===== src/rtl/mc_pack_seq_pkg.sv =====
// Shared encodings for the read-packing sequencer: bus-width codes, sequencer
// states and the beats-per-word helper.
package mc_pack_seq_pkg;

  localparam logic [1:0] MC_BW_8  = 2'd0;
  localparam logic [1:0] MC_BW_16 = 2'd1;
  localparam logic [1:0] MC_BW_32 = 2'd2;

  typedef enum logic [1:0] {
    MC_PS_IDLE = 2'd0,
    MC_PS_RUN  = 2'd1,
    MC_PS_DONE = 2'd2
  } mc_ps_e;

  function automatic logic [2:0] mc_beats_per_word(input logic [1:0] bw);
    case (bw)
      MC_BW_8:  return 3'd4;
      MC_BW_16: return 3'd2;
      default:  return 3'd1;
    endcase
  endfunction

endpackage


===== src/rtl/mc_pack_tmr.sv =====
// Beat-ack watchdog for the packing sequencer: reloads on RUN entry and on each
// beat ack, flags expiry combinationally in the RUN cycle where it reaches zero.
module mc_pack_tmr #(
  parameter int TO_CYCLES = 255
) (
  input  logic i_clk,
  input  logic i_rst_n,
  input  logic i_load,
  input  logic i_run,
  input  logic i_ack,
  output logic o_expire
);

  localparam int CW = ($clog2(TO_CYCLES + 1) > 8) ? $clog2(TO_CYCLES + 1) : 8;

  logic [CW-1:0] r_cnt;

  always_ff @(posedge i_clk or negedge i_rst_n) begin
    if (!i_rst_n) begin
      r_cnt <= '0;
    end else if (i_load || (i_run && i_ack)) begin
      r_cnt <= CW'(TO_CYCLES);
    end else if (i_run && (r_cnt != '0)) begin
      r_cnt <= r_cnt - CW'(1);
    end
  end

  assign o_expire = i_run & ~i_ack & (r_cnt <= CW'(1));

endmodule


===== src/rtl/mc_pack_seq.sv =====
// Read-packing sequencer: counts memory beats per 32-bit word and drives the pack
// latch enables, dv and in-word byte address. Optional watchdog: MC_PACK_TIMEOUT_EN.
module mc_pack_seq
  import mc_pack_seq_pkg::*;
#(
  parameter int WLEN_W    = 3,
  parameter int TO_CYCLES = 255
) (
  input  logic              i_clk,
  input  logic              i_rst_n,
  input  logic [1:0]        i_bus_width,
  input  logic              i_start,
  input  logic [WLEN_W-1:0] i_wlen,
  input  logic              i_beat_ack,
  input  logic              i_abort,
  output logic              o_pack_le0,
  output logic              o_pack_le1,
  output logic              o_pack_le2,
  output logic              o_dv,
  output logic [1:0]        o_adr_lsb,
  output logic              o_busy,
  output logic              o_done,
  output logic              o_err
);

  mc_ps_e            r_state, w_state_nxt;
  logic [1:0]        r_bcnt;
  logic [1:0]        r_bw;
  logic [WLEN_W-1:0] r_wcnt;
  logic [WLEN_W-1:0] r_wlen;

  logic       w_run, w_start, w_act, w_word_end, w_last_word, w_expire, w_to;
  logic [1:0] w_last_beat;

  assign w_run       = (r_state == MC_PS_RUN);
  assign w_start     = (r_state == MC_PS_IDLE) & i_start & ~i_abort;
  // abort outranks a coincident beat ack, so the partial word is simply dropped
  assign w_act       = w_run & i_beat_ack & ~i_abort;
  assign w_last_beat = 2'(mc_beats_per_word(r_bw) - 3'd1);
  assign w_word_end  = (r_bcnt == w_last_beat);
  assign w_last_word = (r_wcnt == r_wlen);

  assign o_pack_le0 = w_act & (r_bcnt == 2'd0) & (r_bw != MC_BW_32);
  assign o_pack_le1 = w_act & (r_bcnt == 2'd1) & (r_bw == MC_BW_8);
  assign o_pack_le2 = w_act & (r_bcnt == 2'd2) & (r_bw == MC_BW_8);
  assign o_dv       = w_act & w_word_end;
  assign o_busy     = w_run;
  assign o_done     = (r_state == MC_PS_DONE) & ~i_abort;

  always_comb begin
    o_adr_lsb = 2'd0;
    if (w_run) begin
      case (r_bw)
        MC_BW_8:  o_adr_lsb = r_bcnt;
        MC_BW_16: o_adr_lsb = {r_bcnt[0], 1'b0};
        default:  o_adr_lsb = 2'd0;
      endcase
    end
  end

`ifdef MC_PACK_TIMEOUT_EN
  mc_pack_tmr #(
    .TO_CYCLES (TO_CYCLES)
  ) u_tmr (
    .i_clk    (i_clk),
    .i_rst_n  (i_rst_n),
    .i_load   (w_start),
    .i_run    (w_run),
    .i_ack    (i_beat_ack),
    .o_expire (w_expire)
  );
`else
  // no watchdog: RUN waits for beats indefinitely
  assign w_expire = 1'b0 & (TO_CYCLES > 0);
`endif

  assign w_to  = w_expire & ~i_abort;
  assign o_err = w_to;

  always_ff @(posedge i_clk or negedge i_rst_n) begin
    if (!i_rst_n) begin
      r_state <= MC_PS_IDLE;
    end else begin
      r_state <= w_state_nxt;
    end
  end

  always_comb begin
    w_state_nxt = r_state;
    case (r_state)
      MC_PS_IDLE: if (w_start) w_state_nxt = MC_PS_RUN;
      MC_PS_RUN: begin
        if (i_abort || w_to)          w_state_nxt = MC_PS_IDLE;
        else if (o_dv && w_last_word) w_state_nxt = MC_PS_DONE;
      end
      default: w_state_nxt = MC_PS_IDLE;
    endcase
  end

  always_ff @(posedge i_clk or negedge i_rst_n) begin
    if (!i_rst_n) begin
      r_bcnt <= 2'd0;
      r_wcnt <= '0;
      r_bw   <= MC_BW_32;
      r_wlen <= '0;
    end else if (w_start) begin
      r_bcnt <= 2'd0;
      r_wcnt <= '0;
      r_bw   <= (i_bus_width == 2'd3) ? MC_BW_32 : i_bus_width;
      r_wlen <= i_wlen;
    end else if (w_act) begin
      r_bcnt <= w_word_end ? 2'd0 : r_bcnt + 2'd1;
      if (w_word_end && !w_last_word) begin
        r_wcnt <= r_wcnt + WLEN_W'(1);
      end
    end
  end

endmodule


===== config.mk =====
export PLATFORM = sky130hd
export DESIGN_NAME = mc_pack_seq
export DESIGN_NICKNAME = d
export VERILOG_FILES = /design/src/rtl/mc_pack_seq_pkg.sv /design/src/rtl/mc_pack_tmr.sv /design/src/rtl/mc_pack_seq.sv
export SDC_FILE = /design/constraint.sdc
export NUM_CORES = 1
export LEC_CHECK = 0
export BUFFER_PORTS_ARGS = -buffer_cell sky130_fd_sc_hd__buf_4
export CAP_MARGIN = 20
export CELL_PAD_IN_SITES_DETAIL_PLACEMENT = 1
export CELL_PAD_IN_SITES_GLOBAL_PLACEMENT = 2
export CORE_MARGIN = 5
export CORE_UTILIZATION = 33
export CTS_BUF_LIST = sky130_fd_sc_hd__clkbuf_16
export CTS_CLUSTER_DIAMETER = 30
export DETAILED_ROUTE_END_ITERATION = 8
export PLACE_DENSITY_LB_ADDON = 0.12
export SLEW_MARGIN = 20
export SYNTH_ARGS = -nofsm -noshare
export SYNTH_HDL_FRONTEND = slang
export SYNTH_SLANG_ARGS = --single-unit

===== constraint.sdc =====
create_clock -name i_clk -period 3.9 [get_ports i_clk]
set_input_delay 0.39 -clock i_clk [delete_from_list [all_inputs] [get_ports i_clk]]
set_output_delay 0.39 -clock i_clk [all_outputs]
set_load 0.01 [all_outputs]

==> flow_results.xml <==
<?xml version="1.0" encoding="UTF-8"?>
<metrics>
  <group name="status">
    <metric name="run_status" unit="">finished clean</metric>
  </group>
  <group name="timing">
    <metric name="maxSlewViolCount" unit="">0</metric>
    <metric name="rsz_0062_raised_after_global_routing" unit="">no</metric>
    <metric name="setup_violations" unit="">0</metric>
    <metric name="timing.final.hold_violations" unit="">0</metric>
    <metric name="final_critical_path_setup_slack" unit="ns">1.819</metric>
    <metric name="layout_worst_path_cycle_share" unit="%">53.36</metric>
    <metric name="clock.fmax" unit="MHz">480.6</metric>
    <metric name="final_worst_path_period_need" unit="ns">2.081</metric>
    <metric name="finalSetupTns" unit="ns">0</metric>
    <metric name="finalClockSkew" unit="ns">0.003308</metric>
    <metric name="slew-limit-headroom" unit="%">39.50</metric>
    <metric name="max_slew.worst_pin.slew" unit="ns">0.9052</metric>
  </group>
  <group name="clock_network">
    <metric name="tritoncts" unit="">built</metric>
    <metric name="clk_pin_slew" unit="ns">0.04</metric>
    <metric name="h-tree-depth" unit="">1</metric>
    <metric name="postCtsSetupBuffers" unit="">0</metric>
    <metric name="clockBufferDepth" unit="">2</metric>
    <metric name="cts.sink_count" unit="">12</metric>
    <metric name="cts-buffers-inserted" unit="">3</metric>
    <metric name="cts-resized-gates" unit="">0</metric>
    <metric name="cts_root_buffer" unit="">sky130_fd_sc_hd__clkbuf_16</metric>
    <metric name="post_cts_hold_buffer_count" unit="">1</metric>
    <metric name="clock_latency" unit="ns">0.24</metric>
  </group>
  <group name="global_route">
    <metric name="grt_max_degree" unit="">13</metric>
    <metric name="global_route.usage.total" unit="%">12.25</metric>
    <metric name="grt.overflow.total" unit="">0</metric>
    <metric name="first_global_vias" unit="">655</metric>
    <metric name="antenna_found_initial" unit="">0</metric>
    <metric name="grt_pass1_wl" unit="um">2980</metric>
  </group>
  <group name="worst_setup_path">
    <metric name="cp-start-kind" unit="">register</metric>
    <metric name="timing_worst_setup_path_type" unit="">register to output pin</metric>
    <metric name="critPathRequiredTime" unit="ns">3.51</metric>
    <metric name="critical_path.endpoint_type" unit="">output pin</metric>
    <metric name="critical_path_at" unit="ns">1.69</metric>
    <metric name="timing.critical_path.fanout_max" unit="">7</metric>
  </group>
  <group name="routing">
    <metric name="wl_per_cell" unit="um">13.83</metric>
    <metric name="drtPass1Iterations" unit="">3</metric>
    <metric name="postRouteWirelength" unit="um">1757</metric>
    <metric name="detailedRoute.firstIterationViolations" unit="">1</metric>
    <metric name="dr_total_vias" unit="">652</metric>
    <metric name="drc_errors" unit="">0</metric>
    <metric name="routed_via_density" unit="">5.134</metric>
    <metric name="route.antenna.remaining_nets" unit="">0</metric>
  </group>
  <group name="power">
    <metric name="cellLeakagePower" unit="nW">0.4636</metric>
    <metric name="power_switching_share" unit="%">29.79</metric>
    <metric name="power_frac_comb" unit="%">21.8</metric>
    <metric name="netSwitchingPower" unit="mW">0.1381</metric>
    <metric name="internal_power" unit="mW">0.3256</metric>
    <metric name="vdd_ir_drop_max" unit="mV">0.3200</metric>
    <metric name="clockPowerShare" unit="%">41.5</metric>
    <metric name="pwr-share-seq" unit="%">36.6</metric>
    <metric name="power.density_cell_area" unit="mW/mm2">463.8</metric>
  </group>
  <group name="cells_and_area">
    <metric name="flow.area_growth_from_synthesis" unit="%">31.63</metric>
    <metric name="final_layout_size_suffix_gt1_share" unit="%">30.30</metric>
    <metric name="num_antenna_cells" unit="">0</metric>
    <metric name="mostFrequentLayoutCell" unit="">sky130_fd_sc_hd__buf_4</metric>
    <metric name="most-common-layout-cells" unit="">sky130_fd_sc_hd__buf_4, sky130_fd_sc_hd__nand2_1, sky130_fd_sc_hd__dfrtp_1</metric>
    <metric name="numnets_final" unit="">114</metric>
    <metric name="finish.cell_count_without_fillers" unit="">127</metric>
    <metric name="fin_area" unit="um2">999.7</metric>
  </group>
  <group name="synthesis">
    <metric name="synthCells" unit="">79</metric>
    <metric name="mapped_cell_area" unit="um2">759.5</metric>
    <metric name="synth_area_per_cell" unit="um2">9.614</metric>
    <metric name="seq_area_frac_synth" unit="%">39.70</metric>
    <metric name="synth_cell_types" unit="">35</metric>
    <metric name="yosys_warnings" unit="">0</metric>
    <metric name="synthesized_flop_and_latch_total" unit="">12</metric>
    <metric name="synth.net_count" unit="">93</metric>
  </group>
  <group name="placement">
    <metric name="port_buffers" unit="">17</metric>
    <metric name="placedInstanceArea" unit="um2">910.9</metric>
    <metric name="place_inst" unit="">122</metric>
    <metric name="gp_routability_congestion" unit="">0.7046</metric>
    <metric name="pre_cts_ws" unit="ns">2.076</metric>
    <metric name="dpl.hpwl" unit="um">1316</metric>
  </group>
  <group name="hold_path">
    <metric name="timing.hold.worst.class" unit="">primary input to register</metric>
  </group>
  <group name="floorplanning">
    <metric name="number_of_top_level_design_ports" unit="">19</metric>
    <metric name="die_area" unit="mm2">0.003361</metric>
    <metric name="floorplan.core_area" unit="mm2">0.002212</metric>
    <metric name="die_y" unit="um">57.98</metric>
    <metric name="core.rowCount" unit="">17</metric>
    <metric name="chipWidth" unit="um">57.98</metric>
    <metric name="starting_utilization_of_the_core_area" unit="%">34.33</metric>
  </group>
  <group name="job">
    <metric name="max_cap_violations" unit="">0</metric>
  </group>
</metrics>
## per-stage QoR
stage	hold slack [ns]	total power, mW	util (%)
2_1_floorplan	0.09441	0.2368	-
3_3_place_gp	0.2422	0.2718	41.18
3_5_place_dp	0.2418	0.2735	41.18
4_1_cts	0.3298	0.4705	45.19
5_1_grt	0.3382	0.4908	45.19
6_report	0.3309	0.4637	45.19
## worst paths after layout
check	start	endpoint	slack, ns	cells after the start
setup / recovery	r_bw[1]$_DFFE_PN1P_	o_dv	1.82	4
hold / removal	i_wlen[0]	r_wlen[0]$_DFFE_PN0P_	0.33	3
setup reg to reg	r_bw[1]$_DFFE_PN1P_	r_wcnt[1]$_DFFE_PN0P_	2.28	5
hold reg to reg	r_wlen[0]$_DFFE_PN0P_	r_wlen[0]$_DFFE_PN0P_	0.49	2
max in group asynchronous	i_rst_n	r_bw[1]$_DFFE_PN1P_	3.15	2
min in group asynchronous	i_rst_n	r_state[0]$_DFFE_PN0P_	0.52	2
## logic make-up after synthesis
| kind of cell | after synthesis | synth area share [%] |
|---|---|---|
| xor+xnor | 3 | 3.460 |
| flops | 12 | 39.70 |
| simple gates | 38 | 30.97 |
| mux | 1 | 1.318 |
| fa+ha+maj | 4 | 6.590 |
| buf+inv | 8 | 4.448 |
| compound gates | 12 | 13.02 |
| other cells | 1 | 0.4938 |
## critical path, cell delays in order, from the launching register on
cell	delay (ns)
sky130_fd_sc_hd__dfstp_2	0.57
sky130_fd_sc_hd__and4bb_4	0.26
sky130_fd_sc_hd__o31ai_4	0.40
sky130_fd_sc_hd__inv_2	0.06
sky130_fd_sc_hd__buf_4	0.15
## power by group through the flow
stage          Sequential, mW  Combinational [mW]  Clock (mW)
2_1_floorplan           0.165              0.0721           0
4_1_cts                 0.170               0.103       0.197
3_3_place_gp            0.171               0.101           0
6_report                0.170               0.101       0.193
3_5_place_dp            0.172               0.102           0
5_1_grt                 0.174               0.116       0.201
## cell type report
cell class                      instances  area [um2]
Fill cell                             277        1212
Multi-Input combinational cell         59       424.2
Sequential cell                        12       301.5
Timing Repair Buffer                   18       137.6
Clock buffer                            3       75.07
Tap cell                               28       35.03
Inverter                                6       22.52
Clock inverter                          1       3.754
## layer usage
| metal | GRT usage [%] | vias to the layer above | part of all wire, % | wire (um) |
|---|---|---|---|---|
| met2 | 17.90 | 18 | 40 | 698 |
| met5 | 0 | - | 0 | 0 |
| met4 | 8.940 | 0 | 3.2 | 57 |
| met3 | 4.900 | 5 | 7.2 | 126 |
| li1 | - | 323 | - | - |
| met1 | 14.36 | 306 | 50 | 874 |
## synthesized netlist by cell type, drive strengths merged
cell / count / area, um2
nand2: 14 / 52.55
dfrtp: 11 / 275.3
inv: 6 / 22.52
ha: 4 / 50.05
nand3: 4 / 20.02
a21oi: 3 / 18.77
and3: 3 / 18.77
and4bb: 3 / 41.29
nor2: 3 / 11.26
nor3b: 3 / 27.52
o21ai: 3 / 18.77
o31ai: 3 / 36.28
xnor2: 3 / 26.28
nor3: 2 / 10.01
buf: 1 / 7.510
clkbuf: 1 / 3.750
conb: 1 / 3.750
dfstp: 1 / 26.28
mux2i: 1 / 10.01
nand2b: 1 / 6.260
nand3b: 1 / 7.510
nor4: 1 / 6.260
nor4b: 1 / 15.01
o211ai: 1 / 7.510
o311ai: 1 / 8.760
o41ai: 1 / 8.760
or3b: 1 / 8.760
or4b: 1 / 10.01
## sequential cells by signal, summed over array words and instances, names as in the netlist
signal and cells:
r_wlen 3, r_wcnt 3, r_bcnt 2, r_state 2, r_bw 2
Note: power is estimated with default switching activity, not from simulation.
